`src/rtl/ic_ram_port_arbiter.sv`:
```
// ---------------------------------------------------------------------------
// ic_ram_port_arbiter
//
// Shares the single RAM target port between the CPU instruction-fetch (imem)
// and data (dmem) requesters. Requests use a req/gnt channel and responses a
// recv/ack channel. An owner FIFO records who issued each accepted request,
// so responses are steered back, in order, to the requester that issued them.
//
// Optional build macro: SCARV_IC_ARB_ROUND_ROBIN_EN
//   defined   - when both requesters ask at once, the one not granted last
//               wins (dmem wins the first tie after reset).
//   undefined - when both ask at once, dmem always wins.
//
// Ports:
//   g_clk, g_resetn          clock, asynchronous active-low reset
//   imem_* / dmem_*          requester channels: req, wen, strb, wdata, addr
//                            in; gnt, recv, error, rdata out; ack in
//   tgt_req/wen/strb/wdata/addr   request to RAM (out), tgt_gnt (in)
//   tgt_recv/error/rdata     RAM response (in), tgt_ack (out)
//   stray_rsp                sticky: a response arrived with nothing
//                            outstanding; cleared only by reset
// ---------------------------------------------------------------------------
module ic_ram_port_arbiter #(
    parameter int OUTSTANDING = 2,
    parameter int OWNER_W     = 1
) (
    input  logic        g_clk,
    input  logic        g_resetn,

    input  logic        imem_req,
    input  logic        imem_wen,
    input  logic [3:0]  imem_strb,
    input  logic [31:0] imem_wdata,
    input  logic [31:0] imem_addr,
    output logic        imem_gnt,
    output logic        imem_recv,
    input  logic        imem_ack,
    output logic        imem_error,
    output logic [31:0] imem_rdata,

    input  logic        dmem_req,
    input  logic        dmem_wen,
    input  logic [3:0]  dmem_strb,
    input  logic [31:0] dmem_wdata,
    input  logic [31:0] dmem_addr,
    output logic        dmem_gnt,
    output logic        dmem_recv,
    input  logic        dmem_ack,
    output logic        dmem_error,
    output logic [31:0] dmem_rdata,

    output logic        tgt_req,
    output logic        tgt_wen,
    output logic [3:0]  tgt_strb,
    output logic [31:0] tgt_wdata,
    output logic [31:0] tgt_addr,
    input  logic        tgt_gnt,
    input  logic        tgt_recv,
    input  logic        tgt_error,
    input  logic [31:0] tgt_rdata,
    output logic        tgt_ack,

    output logic        stray_rsp
);

    // A single-entry FIFO still needs a 1-bit pointer; wrap is explicit.
    localparam int PW = (OUTSTANDING > 1) ? $clog2(OUTSTANDING) : 1;
    localparam int CW = $clog2(OUTSTANDING) + 1;

    localparam logic [OWNER_W-1:0] OWN_IMEM = '0;
    localparam logic [OWNER_W-1:0] OWN_DMEM = OWNER_W'(1);

    function automatic logic [PW-1:0] f_ptr_inc(input logic [PW-1:0] p);
        if (p == PW'(OUTSTANDING - 1)) begin
            return '0;
        end
        return p + PW'(1);
    endfunction

    logic [CW-1:0]      r_count;
    logic [PW-1:0]      r_head;
    logic [PW-1:0]      r_tail;
    logic               r_lock;
    logic               r_lock_sel;     // 1 = dmem
    logic               r_stray;
    logic [OWNER_W-1:0] r_owner [OUTSTANDING];

    logic               w_tie_winner;   // 1 = dmem
    logic               w_sel;          // 1 = dmem
    logic               w_sel_req;
    logic               w_full;
    logic               w_empty;
    logic               w_push;
    logic               w_pop;
    logic               w_head_dmem;

`ifdef SCARV_IC_ARB_ROUND_ROBIN_EN
    logic               r_last_dmem;    // reset as "imem was last"

    assign w_tie_winner = ~r_last_dmem;

    always_ff @(posedge g_clk or negedge g_resetn) begin
        if (!g_resetn) begin
            r_last_dmem <= 1'b0;
        end else if (w_push) begin
            r_last_dmem <= w_sel;
        end
    end
`else
    assign w_tie_winner = 1'b1;
`endif

    assign w_full  = (r_count == CW'(OUTSTANDING));
    assign w_empty = (r_count == '0);

    // While a request is stalled the selection is frozen, so the payload on
    // the target port cannot change under the RAM mid-handshake.
    always_comb begin
        w_sel = 1'b0;
        if (r_lock) begin
            w_sel = r_lock_sel;
        end else if (imem_req && dmem_req) begin
            w_sel = w_tie_winner;
        end else if (dmem_req) begin
            w_sel = 1'b1;
        end
    end

    assign w_sel_req = w_sel ? dmem_req : imem_req;

    assign tgt_req   = w_sel_req & ~w_full;
    assign tgt_wen   = w_sel ? dmem_wen   : imem_wen;
    assign tgt_strb  = w_sel ? dmem_strb  : imem_strb;
    assign tgt_wdata = w_sel ? dmem_wdata : imem_wdata;
    assign tgt_addr  = w_sel ? dmem_addr  : imem_addr;

    assign w_push   = tgt_req & tgt_gnt;
    assign imem_gnt = w_push & ~w_sel;
    assign dmem_gnt = w_push &  w_sel;

    // Any non-imem owner code is treated as dmem; the head entry is only
    // meaningful while the FIFO is non-empty.
    assign w_head_dmem = (r_owner[r_head] != OWN_IMEM);

    assign imem_recv  = tgt_recv & ~w_empty & ~w_head_dmem;
    assign dmem_recv  = tgt_recv & ~w_empty &  w_head_dmem;
    assign tgt_ack    = ~w_empty & (w_head_dmem ? dmem_ack : imem_ack);
    assign w_pop      = tgt_recv & tgt_ack;

    assign imem_error = tgt_error;
    assign dmem_error = tgt_error;
    assign imem_rdata = tgt_rdata;
    assign dmem_rdata = tgt_rdata;

    assign stray_rsp  = r_stray;

    always_ff @(posedge g_clk or negedge g_resetn) begin
        if (!g_resetn) begin
            r_count    <= '0;
            r_head     <= '0;
            r_tail     <= '0;
            r_lock     <= 1'b0;
            r_lock_sel <= 1'b0;
            r_stray    <= 1'b0;
        end else begin
            // Lock holds exactly while a request is presented but not taken.
            r_lock     <= tgt_req & ~tgt_gnt;
            r_lock_sel <= w_sel;

            if (w_push) begin
                r_tail <= f_ptr_inc(r_tail);
            end
            if (w_pop) begin
                r_head <= f_ptr_inc(r_head);
            end

            case ({w_push, w_pop})
                2'b10:   r_count <= r_count + CW'(1);
                2'b01:   r_count <= r_count - CW'(1);
                default: r_count <= r_count;
            endcase

            if (tgt_recv && w_empty) begin
                r_stray <= 1'b1;
            end
        end
    end

    // Owner storage holds data only; validity is tracked by r_count.
    always_ff @(posedge g_clk) begin
        if (w_push) begin
            r_owner[r_tail] <= w_sel ? OWN_DMEM : OWN_IMEM;
        end
    end

endmodule

```
`config.mk`:
```
export PLATFORM = sky130hd
export DESIGN_NAME = ic_ram_port_arbiter
export DESIGN_NICKNAME = d
export VERILOG_FILES = /design/src/rtl/ic_ram_port_arbiter.sv
export SDC_FILE = /design/constraint.sdc
export NUM_CORES = 1
export LEC_CHECK = 0
export ABC_CLOCK_PERIOD_IN_PS = 4700
export CAP_MARGIN = 20
export CORE_AREA = 2 2 124 126
export DETAILED_ROUTE_END_ITERATION = 12
export DIE_AREA = 0 0 126 128
export GPL_TIMING_DRIVEN = 1
export SLEW_MARGIN = 25
export SYNTH_ARGS = -nofsm -noshare
export SYNTH_HDL_FRONTEND = slang
export SYNTH_SLANG_ARGS = --single-unit
```
`constraint.sdc`:
```
create_clock -name g_clk -period 4.7 [get_ports g_clk]
set_input_delay 0.94 -clock g_clk [delete_from_list [all_inputs] [get_ports g_clk]]
set_output_delay 0.94 -clock g_clk [all_outputs]
set_load 0.02 [all_outputs]
```
==> summary by stage, run 1 <==
STA
At the pin with the least slew margin, the transition time is 398.2 ps. The maximum achievable frequency is 0.2572 GHz. Across the routed clock network, the largest skew measured is 2.505 ps. The final critical-path share of the clock period is 82.73%.

The final max-slew violation count is 0. The final count of negative-setup-slack endpoints is 0. Setup repair after global routing left no endpoint under its margin. The worst slew slack as a fraction of its limit is 72.69%. The count of final hold-check violations is 0. For the finished layout, the period the worst path requires is 3888 ps. Adding up every negative setup slack in the final design gives 0 ps.

GRT
The initial antenna violation count is 0. The first global-routing pass estimated 10.18 mm of wire. The number of global-route vias before repair is 1938.

The pin count of the biggest net entering global routing is 72. Global routing used 7.939% of the available tracks across all layers. The sum of overflow across all layers after global routing is 0.

Synth
The post-synthesis net count is 366. The commonest cells after synthesis are buf_4, mux2_2, nor2_1, dfrtp_1, mux2_1. The count of flip-flops with a built-in enable after synthesis is 2. The sequential-to-total area share from yosys stat is 12.78%. By area the synthesized netlist is led by mux2_2, buf_4, dfrtp_1. In the post-synthesis netlist, the cell with the most instances is buf_4. The top cell type by area accounts for 39.16% of the synthesized area. For this run, the number of Yosys warnings is 0. Counting flops with an async set or reset pin after synthesis yields a share of 77.78%. The synthesized area per cell is 9.895 µm². The number of unique standard cell types used by synthesis is 26.

The dominant register cell in the synthesized netlist is dfrtp_1. Summing every instance area after synthesis gives 1841 µm². Synthesis inferred 9 register bits. Synthesis handed over a netlist of 186 instances. The library cell with the largest summed area after synthesis is mux2_2.

Placed design
At the end of routability-driven placement, the weighted congestion stood at 0.6940. The estimated wirelength of the detail-placed design is 6.034 mm. The number of placed instances, taps included, is 522.

The quantity of I/O buffers inserted on ports is 221.

Setup path
The critical path startpoint is dmem_req. At the worst endpoint, the required time is 3760 ps. Counting buffers and inverters, the worst setup path is 5 cells deep. The biggest fanout along the worst timing path is 71.

The number of buffer and inverter stages on the critical path is 3. Walking the worst path, the cells encountered are clkdlybuf4s50_1 -> mux2i_4 -> buf_12 -> mux2_2 -> clkdlybuf4s50_1. The library cell appearing most often on the critical path is clkdlybuf4s50_1. The most critical setup path has its endpoint at tgt_addr[4]. For the worst flop-to-flop path, the logic depth is 5. The endpoint identified for the worst register-to-register timing path is r_count[1]. The largest single stage delay on the critical path is 550 ps. Data arrives at the worst endpoint at 2950 ps. The launching element type of the critical path is an input pin.

The sort of element at the end of the critical path is an output port. The critical path in this run is classified as in2out. Among all stages on the critical path, the largest delay is contributed by clkdlybuf4s50_1. Setup slack on the worst reg-to-reg path comes out at 2870 ps. The largest delay contributor family on the critical path is buffers and inverters.

In this run the critical register-to-register path is launched from r_lock_sel.

Routing
The length of the first detailed-routing pass in iterations is 4. For this block, the via count after detailed routing is 1864. The detail route stage leaves a number of antenna-violating nets equal to 0.

The violation count after the first detailed-routing iteration is 28. The wire length per cell is 13.47 µm. Using the TritonRoute via totals, the vias-per-cell ratio works out to 3.544. After detailed routing, the number of remaining DRC violations is 0.

The total wire length after detailed routing is 7.084 mm.

Cells and area
The proportion of layout cells with a drive suffix above 1 is 21.30%. The filler-free cell count of the finished design is 526. From synthesis to final layout, the design area changed by 106.7%. The number of fill cells in the layout is 1540. The number of nets in the layout is 519. The number of diodes added for antenna fixing is 0.

Clocking
The clock transition at the registers of the reported paths is 40 ps. Buffers inserted during clock tree synthesis total 3. The number of hold buffers added after CTS is 0. The number of buffers on the longest clock path is 2. CTS built an H-tree with a depth of 1. The CTS tree is done. The number of resized instances in the post-cts repair step is 0. In this run the clock root is driven by a clkbuf_16.

The buffer count from post-CTS setup fixing is 0. The clock net in this run drives a total of 9 sinks. At the later pin of the worst-skew pair, clock insertion delay measures 230 ps.

Power and ir drop
The leakage power total is 1.393 nW. The switching share of total power is 37.55%. In this run the power spent charging and discharging nets is 0.4052 mW. Combinational logic is responsible for 73.1% of the overall power. Across the VDD grid, the largest voltage drop is 0.1343 mV. The power density of the placed cells is 283.6 nW/µm². The internal power is 0.6740 mW. The clock network accounts for 13.9% of the total power.

The part of the power in registers is 13.0%.

Floorplanning
The floorplan step defined a core boundary enclosing 14860 µm². The floorplan step defined a die boundary enclosing 16130 µm². For this configuration, the core starts out at a cell density of 12.38%. The overall die height is 128 µm. The initialized floorplan defines 45 standard-cell rows. In this run the count of I/O pins placed on the die edge is 321. The horizontal extent of the die is 126 µm.

Flow run
The tool flagged a number of max-cap violations equal to 0.

Run status
The flow ran to the end, and the final reports show no timing, DRC or antenna violations.

Worst hold path
The path class of the tightest hold or removal check is reg2reg.
[registers in the layout (all words and copies together), names as in the netlist]
register,cells
r_owner,2
r_tail,1
r_lock_sel,1
r_lock,1
r_count,2
stray_rsp,1
r_head,1
[how the worst min path moves through the flow]
stage,start,to,slack [ps],cells past startpoint
floorplan,r_head,r_head,460,1
global placement,stray_rsp,stray_rsp,440,1
detailed placement,stray_rsp,stray_rsp,470,1
CTS,stray_rsp,stray_rsp,470,1
global route,stray_rsp,stray_rsp,490,1
finish,stray_rsp,stray_rsp,470,1
[logic make-up after synthesis]
| group | count (synthesis) | synth area share, % |
|---|---|---|
| buffers and inverters | 78 | 32.43 |
| multiplexers | 74 | 45.89 |
| AND/OR/NAND/NOR | 12 | 2.856 |
| flip-flops | 9 | 12.78 |
| AO/OA/AOI/OAI | 7 | 2.990 |
| XOR/XNOR | 5 | 2.380 |
| adder cells (fa/ha/maj) | 1 | 0.6797 |
[worst register-to-register path, cell delays in order, from the launching register on]
cell	delay (ps)
dfrtp_1	410
mux2_2	370
o2111ai_2	360
ha_1	340
nor2_1	130
xor2_1	140
[power by group through the flow]
stage	clock network, mW	registers, mW	logic (mW)
after CTS	0.154	0.141	0.803
final	0.150	0.140	0.789
after global placement	0	0.140	0.791
after detailed placement	0	0.142	0.796
after floorplan	0	0.128	0.527
after global routing	0.157	0.145	0.841
[cells in the final DEF, fill, tap and decap left out, types with 2 or more instances in the layout]
cell type	count
clkbuf_16	3
clkdlybuf4s50_1	221
dfrtp_1	7
edfxtp_1	2
inv_1	4
mux2_1	5
mux2_2	64
mux2i_1	3
nor2_1	8
o211ai_1	2
xnor2_1	3
xor2_1	2
[per-layer routing]
| metal | part of all wire [%] | global-route usage (%) | wire length (µm) |
|---|---|---|---|
| met4 | 0.93 | 1.551 | 66 |
| met1 | 35 | 7.881 | 2461 |
| met5 | 0 | 0 | 0 |
| met2 | 52 | 14.90 | 3657 |
| met3 | 13 | 4.048 | 898 |
[cell type report]
type / instances / area [µm²] / area share, %
clock buffers: 4 / 78.83 / 2.072
inverters: 4 / 15.01 / 0.3946
multi-input cells: 99 / 1008 / 26.50
flip-flops and latches: 9 / 235.2 / 6.182
well taps: 188 / 235.2 / 6.182
repair buffers: 222 / 2232 / 58.66
[through the flow]
stage,hold WS (ps),setup slack [ps],power (mW),cell area [µm²],util (%)
after floorplan,463.3,1921,0.6549,1841,-
final,467.8,811.7,1.079,3805,25.60
after CTS,474.5,768.5,1.097,3805,25.60
after detailed placement,466.2,770.6,0.9377,3726,25.07
after global routing,494.8,724.3,1.144,3805,25.60
after global placement,441.3,806.8,0.9307,3726,25.07
No activity file was read; power rests on OpenSTA's default activity.
==> run 2, diff against run 1 <==
ABC_CLOCK_PERIOD_IN_PS = 3400   (was 4700)
CORE_AREA = 2 2 125 127   (was 2 2 124 126)
DIE_AREA = 0 0 127 129   (was 0 0 126 128)
clock period = 3.4 ns   (was 4.7 ns; I/O delays follow)
==> run 2 against run 1 <==
Routed wire length is 1.9% higher. Sequential share of layout area barely moved. First-iteration DRC count is 120% higher. Clock-buffer cell count unchanged. Register-to-register slack worse by 1300 ps. Clock power grew 37%. Combinational power up 41%. Clock skew is 1.7 ps lower. Utilization hardly changed.
==> summary by stage, run 2 (synthesis results as in run 1) <==
Run status
The flow ran to the end, and the final reports show no timing, DRC or antenna violations.

Setup path
STA classifies the critical path endpoint as an output port. The critical path in this run is classified as in2out. The required time at the endpoint of the critical path is 2720 ps (-1040 ps). The biggest fanout along the worst timing path is 45 (-37%).

The launching element type of the critical path is an input pin. The endpoint arrival time on the critical path came to 2610 ps (-340 ps).

Clocking
The number of resized instances in the post-cts repair step is 0 (unchanged). The number of buffers created by CTS is 3 (unchanged). The number of hold buffers added after CTS was 0 (unchanged). The clock transition at the registers of the reported paths came to 40 ps (about the same). The buffer count from post-CTS setup fixing is 0 (unchanged). The buffer cell driving the clock tree root is clkbuf_16. The number of clock sinks is 9 (unchanged).

The later-pin clock latency in the skew report is 230 ps (about the same). The CTS tree is done. The number of buffers on the longest clock path was 2 (unchanged). The CTS H-tree depth is 1 (unchanged).

Flow run
The number of maximum-capacitance constraint violations is 0 (unchanged).

Routing
The vias per cell is 3.625 (+2.3%). The number of remaining DRC errors is 0 (unchanged). The total wire length after detailed routing is 7.216 mm (+1.9%). The count of nets left with antenna violations after detail routing is 0 (unchanged).

The violation count after the first detailed-routing iteration is 61 (+120%). The length of the first detailed-routing pass in iterations is 4 (unchanged). The wire length per cell is 13.67 µm (+1.5%). The via count was 1914 (+2.7%).

Cells and area
The layout-stage area growth over the synthesis result is 108.2%. The proportion of layout cells with a drive suffix above 1 is 21.76% (+0.46 points). The largest registers in the layout are r_count (2), r_owner (2). The number of nets in the layout is 521 (+0.39%). The top cell types in the final layout, fill and taps aside, are clkdlybuf4s50_1, mux2_2, nor2_1. The library cell used most frequently in the layout, excluding fill and tap cells, is clkdlybuf4s50_1.

The number of diodes added for antenna fixing is 0 (unchanged).

Floorplanning
The site row count is 45 (unchanged). The horizontal extent of the die is 127 µm (+0.79%). The overall die height is 129 µm (+0.78%). The die area was 16380 µm² (+1.6%). The area of the placeable core is 14980 µm² (+0.76%). The starting density of the core is 12.29% (-0.093 points). The number of ports placed on the die boundary was 321 (unchanged).

STA
The shortest period the worst path allows is 3293 ps. The final setup skew was 0.7994 ps (-1.706 ps). The setup TNS is 0 ps (unchanged). The worst slew slack as a fraction of its limit is 70.12% (-2.6 points).

Of the available clock period, the critical path in the final layout requires 96.86%. Setup repair after global routing left no endpoint under its margin. The count of final hold-check violations came to 0 (unchanged). The maximum achievable frequency is 0.3036 GHz. The final count of negative-setup-slack endpoints came to 0 (unchanged).

The transition time of the tightest slew-check pin was 435.7 ps (+37.50 ps). The worst hold margin came to 468.0 ps (+0.1680 ps). The final max-slew violation count is 0 (unchanged).

Power and ir drop
The worst supply voltage drop on vdd is 0.1686 mV (+26%). The power density of the placed cells is 393.0 nW/µm² (+39%). The leakage power total is 1.407 nW (+1.0%).

Placed design
The quantity of I/O buffers inserted on ports was 221 (unchanged). The weighted congestion at the end of routability-driven global placement is 0.6898 (-0.61%). The estimated wirelength of the detail-placed design is 6.321 mm (+4.8%).

GRT
The sum of overflow across all layers after global routing is 0 (unchanged). The initial antenna violation count came to 0 (unchanged). The number of global-route vias before repair is 1982 (+2.3%). The pin count of the biggest net entering global routing is 46 (-36%). The global-route wire length before repair is 10.09 mm (-0.88%). The total global routing track utilization is 7.732% (-0.21 points).

Worst hold path
The worst hold path belongs to the class reg2reg.
## run 2: cell count changes in the layout (fill, tap and decap cells not counted)
| cell | delta |
|---|---|
| buf_12 | +1 |
| buf_4 | +1 |
## run 2: routing by layer
metal / vias to the layer above / track usage [%] / share of wire (%)
met3: 31 / 2.786 / 14
li1: 881 / - / -
met1: 823 / 7.515 / 31
met4: 0 / 2.715 / 2.4
met5: - / 0 / 0
met2: 179 / 15.05 / 52
## run 2: where the power goes
part | internal, mW | leakage, nW | switching, mW
clock | 0.156 | 0.0382 | 0.0491
combinational | 0.638 | 1.27 | 0.468
sequential | 0.150 | 0.0984 | 0.0445
## run 2: final cells by class
type	instances	area, µm²
fillers	1562	11140
repair buffers	224	2260
multi-input cells	99	1008
flip-flops and latches	9	235.2
well taps	188	235.2
clock buffers	4	78.83
inverters	4	15.01
## run 2: final timing paths
check                      startpoint           to  slack, ps  cells after the start
setup reg to reg               r_head   r_count[1]       1550                      5
min in group asynchronous    g_resetn   r_count[0]        710                      1
hold reg to reg             stray_rsp    stray_rsp        470                      1
setup / recovery             dmem_req  tgt_strb[3]        110                      5
max in group asynchronous    g_resetn       r_head       2440                      1
hold / removal              stray_rsp    stray_rsp        470                      1
## run 2: worst max-delay path, cell delays in order
cell	delay, ps
clkdlybuf4s50_1	460
mux2i_4	240
buf_12	270
mux2_1	390
clkdlybuf4s50_1	550
## run 2: stage by stage
step                setup WS, ps  utilization, %  instance area, µm²  cells  power [mW]
detailed placement         67.83           25.06                3754    524       1.316
CTS                        74.38           25.59                3832    528       1.530
global placement           79.20           25.06                3754    524       1.302
finish                     106.6           25.59                3832    528       1.506
global route               17.56           25.59                3832    528       1.599
floorplan                   1141               -                1841    186      0.9053
==> run 3, diff against run 2 <==
GPL_TIMING_DRIVEN = default   (was 1)
TNS_END_PERCENT = 30   (was default)
==> results of run 3 <==
The final DEF is identical to that of run 2; final timing and power are the same.
